<file path="src/rtl/mem_pkg.sv">
// Shared types for the fetch/data memory arbiter.
package mem_pkg;
  localparam int XLEN = 64;
  localparam int ILEN = 32;
  localparam int BE_W = 8;

  typedef enum logic [1:0] {IDLE, ISSUE, WAIT, RESP} arb_state_e;
  typedef enum logic {OWN_IF, OWN_D} arb_owner_e;

  // Transaction latched at grant; lane selects the 32-bit half for fetches.
  typedef struct packed {
    arb_owner_e        owner;
    logic              we;
    logic [BE_W-1:0]   be;
    logic [XLEN-1:0]   addr;
    logic [XLEN-1:0]   wdata;
    logic              lane;
  } txn_t;

  function automatic logic [ILEN-1:0] fetch_lane(input logic [XLEN-1:0] d, input logic lane);
    return lane ? d[XLEN-1:ILEN] : d[ILEN-1:0];
  endfunction
endpackage

</file>
<file path="src/rtl/mem_arbiter.sv">
// Arbitrates one single-port 64-bit memory between instruction fetch and the LSU.
// Data wins by default; a starvation counter forces a fetch grant after repeated losses.
module mem_arbiter
  import mem_pkg::*;
#(
  parameter int MEM_LATENCY  = 1,
  parameter int STARVE_LIMIT = 4
) (
  input  logic              clk,
  input  logic              rst,
  input  logic              if_req_i,
  input  logic [XLEN-1:0]   if_addr_i,
  output logic              if_gnt_o,
  output logic              if_rvalid_o,
  output logic [ILEN-1:0]   if_rdata_o,
  input  logic              d_req_i,
  input  logic              d_we_i,
  input  logic [BE_W-1:0]   d_be_i,
  input  logic [XLEN-1:0]   d_addr_i,
  input  logic [XLEN-1:0]   d_wdata_i,
  output logic              d_gnt_o,
  output logic              d_rvalid_o,
  output logic [XLEN-1:0]   d_rdata_o,
  output logic              mem_req_o,
  output logic              mem_we_o,
  output logic [BE_W-1:0]   mem_be_o,
  output logic [XLEN-1:0]   mem_addr_o,
  output logic [XLEN-1:0]   mem_wdata_o,
  input  logic [XLEN-1:0]   mem_rdata_i
);
  localparam int LW = (MEM_LATENCY > 0) ? $clog2(MEM_LATENCY + 1) : 1;
  localparam int SW = $clog2(STARVE_LIMIT + 1);
  localparam logic [LW-1:0] LAT_LAST = LW'((MEM_LATENCY > 0) ? MEM_LATENCY - 1 : 0);
  localparam logic [SW-1:0] STARVE_MAX = SW'(STARVE_LIMIT);

  arb_state_e      state, state_nxt;
  txn_t            txn;
  logic [LW-1:0]   lat_cnt;
  logic [SW-1:0]   starve_cnt;
  logic            arb, fetch_pri, if_gnt, d_gnt, sample;
  logic [ILEN-1:0] if_rdata_q;
  logic [XLEN-1:0] d_rdata_q;
  logic [1:0]      unused_addr;

  assign unused_addr = if_addr_i[1:0];

  // Arbitration happens only from IDLE/RESP; reset masks grants in the same cycle.
  always_comb begin
    arb       = (state == IDLE || state == RESP) && !rst;
    fetch_pri = if_req_i && (starve_cnt == STARVE_MAX);
    if_gnt    = arb && if_req_i && (fetch_pri || !d_req_i);
    d_gnt     = arb && d_req_i && !fetch_pri;
  end

  assign sample = (MEM_LATENCY == 0) ? (state == ISSUE)
                                     : (state == WAIT && lat_cnt == LAT_LAST);

  // State register
  always_ff @(posedge clk) begin
    if (rst) state <= IDLE;
    else     state <= state_nxt;
  end

  // Next-state
  always_comb begin
    state_nxt = state;
    case (state)
      IDLE, RESP: state_nxt = (if_gnt || d_gnt) ? ISSUE : IDLE;
      ISSUE:      state_nxt = (MEM_LATENCY == 0) ? RESP : WAIT;
      WAIT:       if (lat_cnt == LAT_LAST) state_nxt = RESP;
      default:    state_nxt = IDLE;
    endcase
  end

  // Outputs; memory fields are only driven during the single ISSUE strobe.
  always_comb begin
    if_gnt_o    = if_gnt;
    d_gnt_o     = d_gnt;
    if_rvalid_o = (state == RESP) && (txn.owner == OWN_IF);
    d_rvalid_o  = (state == RESP) && (txn.owner == OWN_D);
    if_rdata_o  = if_rdata_q;
    d_rdata_o   = d_rdata_q;
    mem_req_o   = 1'b0;
    mem_we_o    = 1'b0;
    mem_be_o    = '0;
    mem_addr_o  = '0;
    mem_wdata_o = '0;
    if (state == ISSUE) begin
      mem_req_o   = 1'b1;
      mem_we_o    = txn.we;
      mem_be_o    = txn.be;
      mem_addr_o  = txn.addr;
      mem_wdata_o = txn.wdata;
    end
  end

  always_ff @(posedge clk) begin
    if (rst)                  lat_cnt <= '0;
    else if (state == ISSUE)  lat_cnt <= '0;
    else if (state == WAIT)   lat_cnt <= lat_cnt + 1'b1;
  end

  // Counts arbitration cycles that fetch lost; ISSUE/WAIT cycles hold the count.
  always_ff @(posedge clk) begin
    if (rst)                          starve_cnt <= '0;
    else if (!if_req_i || if_gnt)     starve_cnt <= '0;
    else if (arb && starve_cnt != STARVE_MAX) starve_cnt <= starve_cnt + 1'b1;
  end

  always_ff @(posedge clk) begin
    if (rst) begin
      txn <= '0;
    end else if (if_gnt) begin
      txn.owner <= OWN_IF;
      txn.we    <= 1'b0;
      txn.be    <= '1;
      txn.addr  <= {if_addr_i[XLEN-1:3], 3'b000};
      txn.wdata <= '0;
      txn.lane  <= if_addr_i[2];
    end else if (d_gnt) begin
      txn.owner <= OWN_D;
      txn.we    <= d_we_i;
      txn.be    <= d_be_i;
      txn.addr  <= d_addr_i;
      txn.wdata <= d_wdata_i;
      txn.lane  <= 1'b0;
    end
  end

  always_ff @(posedge clk) begin
    if (rst) begin
      if_rdata_q <= '0;
      d_rdata_q  <= '0;
    end else if (sample) begin
      if (txn.owner == OWN_IF) if_rdata_q <= fetch_lane(mem_rdata_i, txn.lane);
      else                     d_rdata_q  <= txn.we ? '0 : mem_rdata_i;
    end
  end
endmodule

</file>
<file path="config.mk">
export PLATFORM = sky130hd
export DESIGN_NAME = mem_arbiter
export DESIGN_NICKNAME = d
export VERILOG_FILES = /design/src/rtl/mem_pkg.sv /design/src/rtl/mem_arbiter.sv
export SDC_FILE = /design/constraint.sdc
export NUM_CORES = 1
export LEC_CHECK = 0
export BUFFER_PORTS_ARGS = -buffer_cell sky130_fd_sc_hd__clkbuf_2
export CORE_AREA = 2 2 199 201
export CTS_CLUSTER_SIZE = 12
export DETAILED_ROUTE_END_ITERATION = 7
export DIE_AREA = 0 0 201 203
export GPL_ROUTABILITY_DRIVEN = 0
export PLACE_DENSITY = 0.58
export SYNTH_ARGS = -nofsm -noshare
export SYNTH_HDL_FRONTEND = slang
export SYNTH_SLANG_ARGS = --single-unit
</file>
<file path="constraint.sdc">
create_clock -name clk -period 5.15 [get_ports clk]
set_clock_uncertainty 0.05 [all_clocks]
set_input_delay 0.515 -clock clk [delete_from_list [all_inputs] [get_ports clk]]
set_output_delay 0.515 -clock clk [all_outputs]
set_load 0.01 [all_outputs]
</file>
==> reports/metrics.cfg, run 1 <==
[setup_path]
setup.worst_path.end = mem_wdata_o[41]
rr_endpoint = txn[45]
cp.arrival_ns = 2.69
cp-startpoint = state[0]
crit_type = reg2out
critPathRequiredTime_ns = 4.59
r2r-start = state[0]
r2r_cells = 6
crit_path_start_kind = flip-flop
regToRegSetupSlack_ns = 2.25
end_kind = output pin
critPathMaxFanout = 93

[synthesis]
synth.mux.area_fraction = 0.03021
synth_cell_types = 40
syn_area_um2 = 10600
yosysSeqAreaShare = 0.4550
syn_area_per_cell_um2 = 8.866
synth_compound_area_frac = 0.1960
synth_fp_nets = 1470
synth_top_family_by_area = simple AND/OR/NAND/NOR gates
synth_area_leaders = dfxtp_1, and2_1, a21oi_1
synthAdderAreaFrac = 0.005900
synth_seq_cells = 241
synth-edff-count = 0
async_reset_ff_frac = 0
syn-instance-count = 1196
synth_top_area_frac = 0.4550
ys.flop_type = dfxtp_1
yosysTopAreaCell = dfxtp_1
yosysWarnings = 0
yosys.area_share.simple = 0.2474
synth_xor_xnor_area_share = 0.0008260

[route]
wl_met2_mm = 17.45
route.met3.wl_mm = 3.039
num_vias = 10600
drt_iter0_drc = 561
drtAntennaViolNets = 0
wl_per_cell_um = 17.78
drtPass1Iterations = 5
drt-total-wl_mm = 38.45
routed.top_layer = met4
drt-met1-wl_mm = 16.61
drcViolationCount = 0
via_per_inst = 4.904

[sta]
grt_setup_unrepaired = false
finalSetupViolCount = 0
relSlewSlack = 0.2095
tightestPinTransition_ns = 1.186
min_period_ns = 3.254
hold_violations = 0
slew_violations = 0
setup_tns_ns = 0
max_freq_mhz = 307.3
timing.final.crit_share = 0.6319

[floorplanning]
design.die.area_um2 = 40800
die_y_um = 203
io-pin-count = 507
core_area_um2 = 38470
start_util = 0.2757
rows = 72
die_w_um = 201

[placement]
dp_cells = 2107
io_buffers = 504
detailed_place_hpwl_mm = 26.09

[min_path]
hp-class = in2reg

[power_and_ir_drop]
pwr-share-clk = 0.343
power_density_nw_per_um2 = 440.8
pwr-share-seq = 0.382
p_leak_nw = 6.370
ir_drop_mv = 0.2167
switching_share = 0.3319
internal_power_mw = 4.205
p_switching_mw = 2.089
p_total_mw = 6.295
combPwrFrac = 0.275

[clock_tree]
htreeDepth = 1
clock_latency_ns = 0.57
cts_tree = done
cts_buffer_depth = 3
root_buffer = clkbuf_16
cts_sinks = 241
cts_buffers = 29
ctsResizeCount = 0
clkTransAtPathRegs_ns = 0.06
postCtsHoldBufs = 0
post_cts_buffers = 0

[grt]
grt_max_degree = 97
antenna_found_initial = 2
grt.total_usage = 0.1765
grt_pass1_vias = 10340
grt_first_pass_wirelength_mm = 57.87
grt_overflow_total = 0

[final_layout]
syn_to_final_growth_pct = 34.68
drive_gt1_frac = 0.3538
stdcell_count = 2162
fin_nets = 1894
post-route-util = 0.3713

[job]
cap_violations = 0

[status]
status = finished clean

[kinds of logic after synthesis]
group / Yosys count
compound gates: 323
flops: 241
xor+xnor: 1
fa+ha+maj: 5
buf+inv: 133
mux: 32
simple gates: 461
[metal layers]
layer,global-route usage,vias up
met1,0.2257,4981
met5,0,-
met2,0.2850,439
li1,-,5113
met4,0.06349,0
met3,0.04815,70
[placed cells by master (no fill, tap or decap), types with 3 or more instances in the layout]
cell type and count:
clkbuf_2 503, o22ai_1 8, mux2i_1 32, a221o_1 61
nand2_1 74, a22o_1 8, a211oi_1 33, buf_4 17
nand3_1 70, and3_1 61, clkbuf_1 4, nor3_1 3
o21ai_1 5, and2_1 139, dfxtp_1 240, nand3b_1 66
clkbuf_16 29, clkinv_4 3, o21ai_0 66, inv_1 5
a21oi_1 136, nor2_1 36, ha_1 4, clkinv_2 6
bufinv_16 4, clkbuf_8 5
[registers in the layout, summed over array words and instances (netlist names)]
register	flops
if_rdata_o	32
lat_cnt	1
txn	139
starve_cnt	3
state	2
d_rdata_o	64
[synthesized netlist by cell type, types with 14 or more instances]
cell type	count
dfxtp_1	241
a221o_1	61
and2_1	139
nor2_1	37
and3_1	62
nand3_1	70
a21oi_1	136
a211oi_1	33
buf_2	39
clkbuf_1	60
nand3b_1	66
buf_6	14
o21ai_0	66
mux2i_1	32
nand2_1	74
[power groups by stage]
stage	logic [mW]	registers [mW]	clock network, mW
after floorplan	1.12	2.44	0
after CTS	1.76	2.40	2.21
after global placement	1.74	2.42	0
after global routing	1.90	2.45	2.29
final	1.73	2.41	2.16
after detailed placement	1.75	2.44	0
[how the worst min path moves through the flow]
stage                        from            end  slack (ns)  depth (start not counted)
global route        if_addr_i[53]       txn[118]         0.1                          2
global placement    d_rdata_o[33]  d_rdata_o[33]        0.39                          2
CTS                 if_addr_i[46]       txn[111]        0.08                          2
finish              if_addr_i[10]        txn[75]        0.12                          2
detailed placement  d_rdata_o[37]  d_rdata_o[37]        0.39                          2
floorplan                txn[129]       txn[129]        0.39                          1
[area by class of cell]
type / count / area (um^2)
antenna: 2 / 5.005
fill: 4005 / 24190
timing repair buffer: 520 / 2645
multi-input combinational: 822 / 5132
sequential: 241 / 4826
inverter: 6 / 22.52
tap: 518 / 648.1
clock inverter: 15 / 192.7
clock buffer: 38 / 809.5
[worst max-delay path: stages, from the launching register on]
cell and delay [ns]:
dfxtp_1 0.42, ha_4 0.72, buf_4 0.50, and2_1 0.20, clkbuf_2 0.15
[through the flow]
| step | setup slack [ns] | hold WS (ns) | cell area (um^2) |
|---|---|---|---|
| 4_1_cts | 1.837 | 0.08195 | 14280 |
| 5_1_grt | 1.692 | 0.09846 | 14280 |
| 6_report | 1.896 | 0.1202 | 14280 |
| 2_1_floorplan | 3.076 | 0.3905 | 10600 |
| 3_3_place_gp | 2.285 | 0.3875 | 13270 |
| 3_5_place_dp | 2.247 | 0.3939 | 13270 |
Note: power is estimated with default switching activity, not from simulation.
==> run 2, diff against run 1 <==
--- a/config.mk
+++ b/config.mk
@@ -11,7 +11,7 @@
 export DETAILED_ROUTE_END_ITERATION = 7
 export DIE_AREA = 0 0 201 203
 export GPL_ROUTABILITY_DRIVEN = 0
-export PLACE_DENSITY = 0.58
+export PLACE_DENSITY = 0.6
 export SYNTH_ARGS = -nofsm -noshare
 export SYNTH_HDL_FRONTEND = slang
 export SYNTH_SLANG_ARGS = --single-unit
==> constraint.sdc (replaced) <==
create_clock -name clk -period 2.95 [get_ports clk]
set_clock_uncertainty 0.05 [all_clocks]
set_input_delay 0.295 -clock clk [delete_from_list [all_inputs] [get_ports clk]]
set_output_delay 0.295 -clock clk [all_outputs]
set_load 0.01 [all_outputs]
==> run 2 against run 1 <==
Net effect: worst setup slack worse by 1.7 ns; combinational power increased by 110%; register-to-register slack worse by 2.0 ns; wire length up 8.4%; total power rose by 81%; cell area is 17% higher; first-iteration DRC count is 20% higher; hold slack worse by 0.095 ns; utilization up 6.2 points; sequential power grew 75%; critical path depth increased by 3; clock power up 68%; critical endpoint is now txn[123]; highest routed layer unchanged.
==> reports/metrics.cfg, run 2 (synthesis results as in run 1) <==
[status]
status = finished clean

[power_and_ir_drop]
p_leak_nw = 7.432  ; +17%
ir_drop_mv = 0.4070  ; +88%
power_density_nw_per_um2 = 685.0  ; +55%
p_total_mw = 11.42  ; +81%

[min_path]
min_from = d_addr_i[23]
hp-class = in2reg

[sta]
tightestPinTransition_ns = 1.060  ; -0.1261 ns
relSlewSlack = 0.2936  ; +0.08406
finalSetupViolCount = 0  ; unchanged
holdWs_ns = 0.02496  ; -0.09521 ns
timing.final.crit_share = 0.9257
hold_violations = 0  ; unchanged
max_freq_mhz = 366.2
setup_tns_ns = 0  ; unchanged
final.setup.worst_slack_ns = 0.2191  ; -1.677 ns
slew_violations = 0  ; unchanged
min_period_ns = 2.731
grt_setup_unrepaired = false

[floorplanning]
design.die.area_um2 = 40800  ; unchanged
die_w_um = 201  ; unchanged
start_util = 0.2757  ; unchanged
core_area_um2 = 38470  ; unchanged
io-pin-count = 507  ; unchanged
die_y_um = 203  ; unchanged
rows = 72  ; unchanged

[final_layout]
layout_common_cells = clkbuf_2, dfxtp_1, dlygate4sd3_1
regMostFlops = txn
stdcell_count = 2392  ; +11%
fill_cells = 3720  ; -7.1%
largest_reg_flops = 139  ; unchanged
fin_nets = 2125  ; +12%
drive_gt1_frac = 0.3189  ; -0.03493
design_area_um2 = 16670  ; +17%
syn_to_final_growth_pct = 57.17
final_common_cell = clkbuf_2
post-route-util = 0.4333  ; +0.06200

[route]
via_per_inst = 4.881  ; -0.48%
drt-total-wl_mm = 41.66  ; +8.4%
num_vias = 11680  ; +10%
drcViolationCount = 0  ; unchanged
drt_iter0_drc = 674  ; +20%
wl_per_cell_um = 17.42  ; -2.1%
drtPass1Iterations = 5  ; unchanged
drtAntennaViolNets = 0  ; unchanged

[grt]
grt.total_usage = 0.1934  ; +0.01687
grt_pass1_vias = 11800  ; +14%
grt_first_pass_wirelength_mm = 64.25  ; +11%
grt_overflow_total = 0  ; unchanged
antenna_found_initial = 2  ; unchanged
grt_max_degree = 97  ; unchanged

[setup_path]
max_stage_delay_ns = 0.56  ; -0.16 ns
critPathMaxFanout = 30  ; -68%
cp.arrival_ns = 3.17  ; +0.48 ns
cp-startpoint = state[0]
cp_slowest_cell = dlygate4sd3_1
crit_path_start_kind = flip-flop
r2r-start = state[0]
crit_type = reg2reg
end_kind = flip-flop
crit_chain = inv_1 -> ha_1 -> and3b_4 -> buf_4 -> and3_1 -> a221o_1 -> dlygate4sd3_1
critPathRequiredTime_ns = 3.39  ; -1.20 ns

[placement]
detailed_place_hpwl_mm = 26.93  ; +3.2%
place_area_um2 = 13500  ; +1.7%
pre_cts_ws_ns = 0.7222  ; -1.525 ns
dp_cells = 2121  ; +0.66%
io_buffers = 504  ; unchanged

[clock_tree]
root_buffer = clkbuf_16
clock_latency_ns = 0.56  ; about the same
clkTransAtPathRegs_ns = 0.06  ; about the same
cts_buffers = 28  ; -3.4%
cts_buffer_depth = 3  ; unchanged
ctsResizeCount = 0  ; unchanged
cts_tree = done
htreeDepth = 1  ; unchanged
cts_sinks = 241  ; unchanged

[job]
cap_violations = 0  ; unchanged

-- run 2: changes by cell type in the layout (fill, tap and decap cells not counted), moves of 2 or more --
cell,change
buf_4,+5
clkinv_4,-3
bufinv_16,-2
buf_12,+11
dlygate4sd3_1,+216
clkbuf_8,+4
clkbuf_1,-2
-- run 2: final timing paths --
| kind | slack, ns | to | depth (start not counted) |
|---|---|---|---|
| hold reg to reg | 0.40 | d_rdata_o[60] | 2 |
| setup / recovery | 0.22 | txn[123] | 7 |
| hold / removal | 0.02 | txn[88] | 3 |
| setup reg to reg | 0.22 | txn[123] | 7 |
-- run 2: metal layers --
layer	up-vias	GRT usage	part of all wire	wire length [um]
met3	92	0.04414	0.077	3227
met2	499	0.3217	0.47	19490
met5	-	0	0	0
met1	5509	0.2403	0.42	17330
li1	5575	-	-	-
met4	0	0.08228	0.039	1623
-- run 2: where the power goes --
part / internal, mW / leakage [nW] / switching [mW]
clock network: 2.18 / 0.480 / 1.45
logic: 1.61 / 4.99 / 1.96
registers: 3.88 / 1.96 / 0.338
total: 7.66 / 7.43 / 3.75
-- run 2: cell type report --
| class | count | area, um^2 | area share |
|---|---|---|---|
| diodes | 2 | 5.005 | 0.0003003 |
| well taps | 518 | 648.1 | 0.03889 |
| clock inverters | 11 | 110.1 | 0.006607 |
| clock buffers | 40 | 857.1 | 0.05143 |
| flip-flops and latches | 241 | 4826 | 0.2896 |
| multi-input cells | 822 | 5132 | 0.3080 |
| repair buffers | 752 | 5065 | 0.3039 |
| inverters | 6 | 22.52 | 0.001351 |
-- run 2: what timing repair did --
action	CTS	global route
endpoints found under the setup margin	0	18
hold endpoints to repair	196	0
setup buffers	0	2
hold buffers	216	0
-- run 2: worst max-delay path, delay by kind of cell, from the launching register on --
family / cells / cell delay (ns)
buffers and inverters: 3 / 0.93
AND/OR/NAND/NOR: 2 / 0.70
adder cells (fa/ha/maj): 1 / 0.43
flip-flops: 1 / 0.42
AO/OA/AOI/OAI: 1 / 0.11
==> run 3, diff against run 2 <==
--- a/config.mk
+++ b/config.mk
@@ -7,11 +7,12 @@
 export LEC_CHECK = 0
 export BUFFER_PORTS_ARGS = -buffer_cell sky130_fd_sc_hd__clkbuf_2
 export CORE_AREA = 2 2 199 201
+export CTS_BUF_LIST = sky130_fd_sc_hd__clkbuf_8 sky130_fd_sc_hd__clkbuf_16
 export CTS_CLUSTER_SIZE = 12
 export DETAILED_ROUTE_END_ITERATION = 7
 export DIE_AREA = 0 0 201 203
 export GPL_ROUTABILITY_DRIVEN = 0
-export PLACE_DENSITY = 0.6
+export PLACE_DENSITY = 0.58
 export SYNTH_ARGS = -nofsm -noshare
 export SYNTH_HDL_FRONTEND = slang
 export SYNTH_SLANG_ARGS = --single-unit
==> constraint.sdc (replaced) <==
create_clock -name clk -period 3.2 [get_ports clk]
set_clock_uncertainty 0.05 [all_clocks]
set_input_delay 0.32 -clock clk [delete_from_list [all_inputs] [get_ports clk]]
set_output_delay 0.32 -clock clk [all_outputs]
set_load 0.01 [all_outputs]
==> run 3 against run 2 <==
Net effect: die area unchanged; clock-buffer cell count decreased by 2; wire length decreased by 1.3%; clock power decreased by 2%; non-clock buffer count decreased by 27; utilization decreased by 0.58 points; sequential power decreased by 8.1%; largest cell class unchanged; highest routed layer unchanged.
==> reports/metrics.cfg, run 3 (synthesis results as in run 1) <==
[power_and_ir_drop]
p_switching_mw = 3.445  ; -8.2%
power_density_nw_per_um2 = 641.4  ; -6.4%
p_leak_nw = 7.303  ; -1.7%
pwr-share-clk = 0.336  ; +0.018
switching_share = 0.3266  ; -0.002012
pwr-share-seq = 0.368  ; about the same
combPwrFrac = 0.296  ; -0.016
internal_power_mw = 7.102  ; -7.3%
ir_drop_mv = 0.3577  ; -12%

[sta]
min_period_ns = 3.049
timing.final.crit_share = 0.9528
grt_setup_unrepaired = false
finalSetupViolCount = 0  ; unchanged
slew_violations = 0  ; unchanged
relSlewSlack = 0.2732  ; -0.02036
hold_violations = 0  ; unchanged
setup_tns_ns = 0  ; unchanged
max_freq_mhz = 328.0
tightestPinTransition_ns = 1.090  ; +0.03054 ns

[route]
drtAntennaViolNets = 0  ; unchanged
drcViolationCount = 0  ; unchanged
drt_iter0_drc = 651  ; -3.4%
via_per_inst = 4.870  ; -0.23%
num_vias = 11530  ; -1.2%
drt-total-wl_mm = 41.11  ; -1.3%
wl_per_cell_um = 17.36  ; -0.34%
drtPass1Iterations = 5  ; unchanged

[setup_path]
r2r-start = state[0]
crit_family = simple AND/OR/NAND/NOR gates
cp.arrival_ns = 2.68  ; -0.49 ns
critPathRequiredTime_ns = 2.83  ; -0.56 ns
r2r_cells = 7  ; unchanged
cp_slowest_cell = nor3_4
crit_chain = inv_1 -> ha_1 -> nand2b_1 -> nor3_4 -> clkbuf_2
cp_num_cells = 5  ; -2
crit_type = reg2out
end_kind = output pin
regToRegSetupSlack_ns = 0.17  ; -0.05 ns
rr_endpoint = txn[108]
critPathMaxFanout = 13  ; -57%
max_stage_delay_ns = 0.73  ; +0.17 ns
path_buf_inv = 2  ; -1
crit_path_start_kind = flip-flop

[final_layout]
regMostFlops = txn
syn_to_final_growth_pct = 55.07
seqCellArea_um2 = 4826  ; unchanged
fill_cells = 3820  ; +2.7%
largest_reg_flops = 139  ; unchanged
drive_gt1_frac = 0.3220  ; +0.003059
multi_input_area_um2 = 5132  ; unchanged
final_common_cell = clkbuf_2
layout_common_cells = clkbuf_2, dfxtp_1, dlygate4sd3_1
fin_nets = 2099  ; -1.2%
post-route-util = 0.4275  ; -0.005789

[clock_tree]
cts_buffer_depth = 3  ; unchanged
root_buffer = clkbuf_16
htreeDepth = 1  ; unchanged
cts_buffers = 29  ; +3.6%
ctsResizeCount = 0  ; unchanged
clkTransAtPathRegs_ns = 0.06  ; about the same
cts_sinks = 241  ; unchanged
cts_tree = done
clock_latency_ns = 0.56  ; about the same

[min_path]
min_to = d_rdata_o[44]
holdPathStages = 3  ; unchanged
hp-class = in2reg
min_from = mem_rdata_i[44]

[floorplanning]
rows = 72  ; unchanged
io-pin-count = 507  ; unchanged
die_w_um = 201  ; unchanged
design.die.area_um2 = 40800  ; unchanged
die_y_um = 203  ; unchanged
start_util = 0.2757  ; unchanged
core_area_um2 = 38470  ; unchanged

[status]
status = finished clean

[grt]
grt_overflow_total = 0  ; unchanged
grt.total_usage = 0.1922  ; -0.001122
grt_max_degree = 99  ; +2.1%
grt_first_pass_wirelength_mm = 63.88  ; -0.58%
grt_pass1_vias = 11640  ; -1.4%
antenna_found_initial = 2  ; unchanged

[placement]
detailed_place_hpwl_mm = 26.71  ; -0.80%
io_buffers = 504  ; unchanged

[job]
cap_violations = 0  ; unchanged

==> run 3: cell types whose count changed in the layout (fill, tap and decap cells not counted) <==
cell	change
clkinv_2	-1
inv_6	+2
inv_1	+2
clkbuf_1	-2
dlygate4sd3_1	-22
bufinv_16	+2
buf_12	-3
buf_4	-2
==> run 3: layout make-up <==
class	count	share of cell area
multi-input combinational	822	0.3121
sequential	241	0.2935
timing repair buffer	725	0.2901
clock buffer	38	0.05167
tap	518	0.03942
clock inverter	16	0.01157
inverter	6	0.001370
antenna	2	0.0003044
==> run 3: worst reg2reg max path: stages, from the launching register on <==
cell	delay, ns
dfxtp_1	0.43
inv_1	0.07
ha_1	0.44
nand2b_1	0.18
nor3_4	0.73
buf_12	0.30
a221o_1	0.21
dlygate4sd3_1	0.55
==> run 3: routing by layer <==
metal,vias to the layer above,GRT usage,wire (um)
met5,-,0,0
met4,0,0.07169,1230
li1,5527,-,-
met3,79,0.04398,3102
met2,487,0.3270,19570
met1,5438,0.2368,17200
==> run 3: timing repair <==
| action | in CTS | in global routing |
|---|---|---|
| endpoints found under the setup margin | 0 | 0 |
| buffers inserted | 0 | 0 |
| hold endpoints to repair | 190 | 0 |
| hold buffers | 194 | 0 |
==> run 3: worst max-delay path by stage <==
stage | from | end | slack, ns
after floorplan | state[0] | txn[69] | 1.32
after global placement | state[0] | if_gnt_o | 0.78
after detailed placement | state[0] | if_gnt_o | 0.76
after CTS | state[0] | if_gnt_o | 0.14
after global routing | state[0] | if_gnt_o | 0.07
final | state[0] | if_gnt_o | 0.15
==> run 3: power by group through the flow <==
stage,clock network [mW],logic (mW),registers [mW]
after detailed placement,0,2.91,3.92
after global routing,3.77,3.40,3.94
final,3.55,3.12,3.88
after floorplan,0,1.80,3.92
after CTS,3.65,3.12,3.87
after global placement,0,2.88,3.91
==> run 3: metrics by stage <==
step / hold WS (ns) / power (mW) / cell area, um^2 / cells / setup slack (ns)
CTS: 0.0004358 / 10.64 / 16440 / 2366 / 0.1427
finish: 0.02800 / 10.55 / 16440 / 2368 / 0.1512
detailed placement: 0.3943 / 6.827 / 13460 / 2118 / 0.7571
global route: 0.02176 / 11.12 / 16440 / 2368 / 0.07185
floorplan: 0.3905 / 5.716 / 10600 / 1196 / 1.321
global placement: 0.3881 / 6.790 / 13460 / 2118 / 0.7825
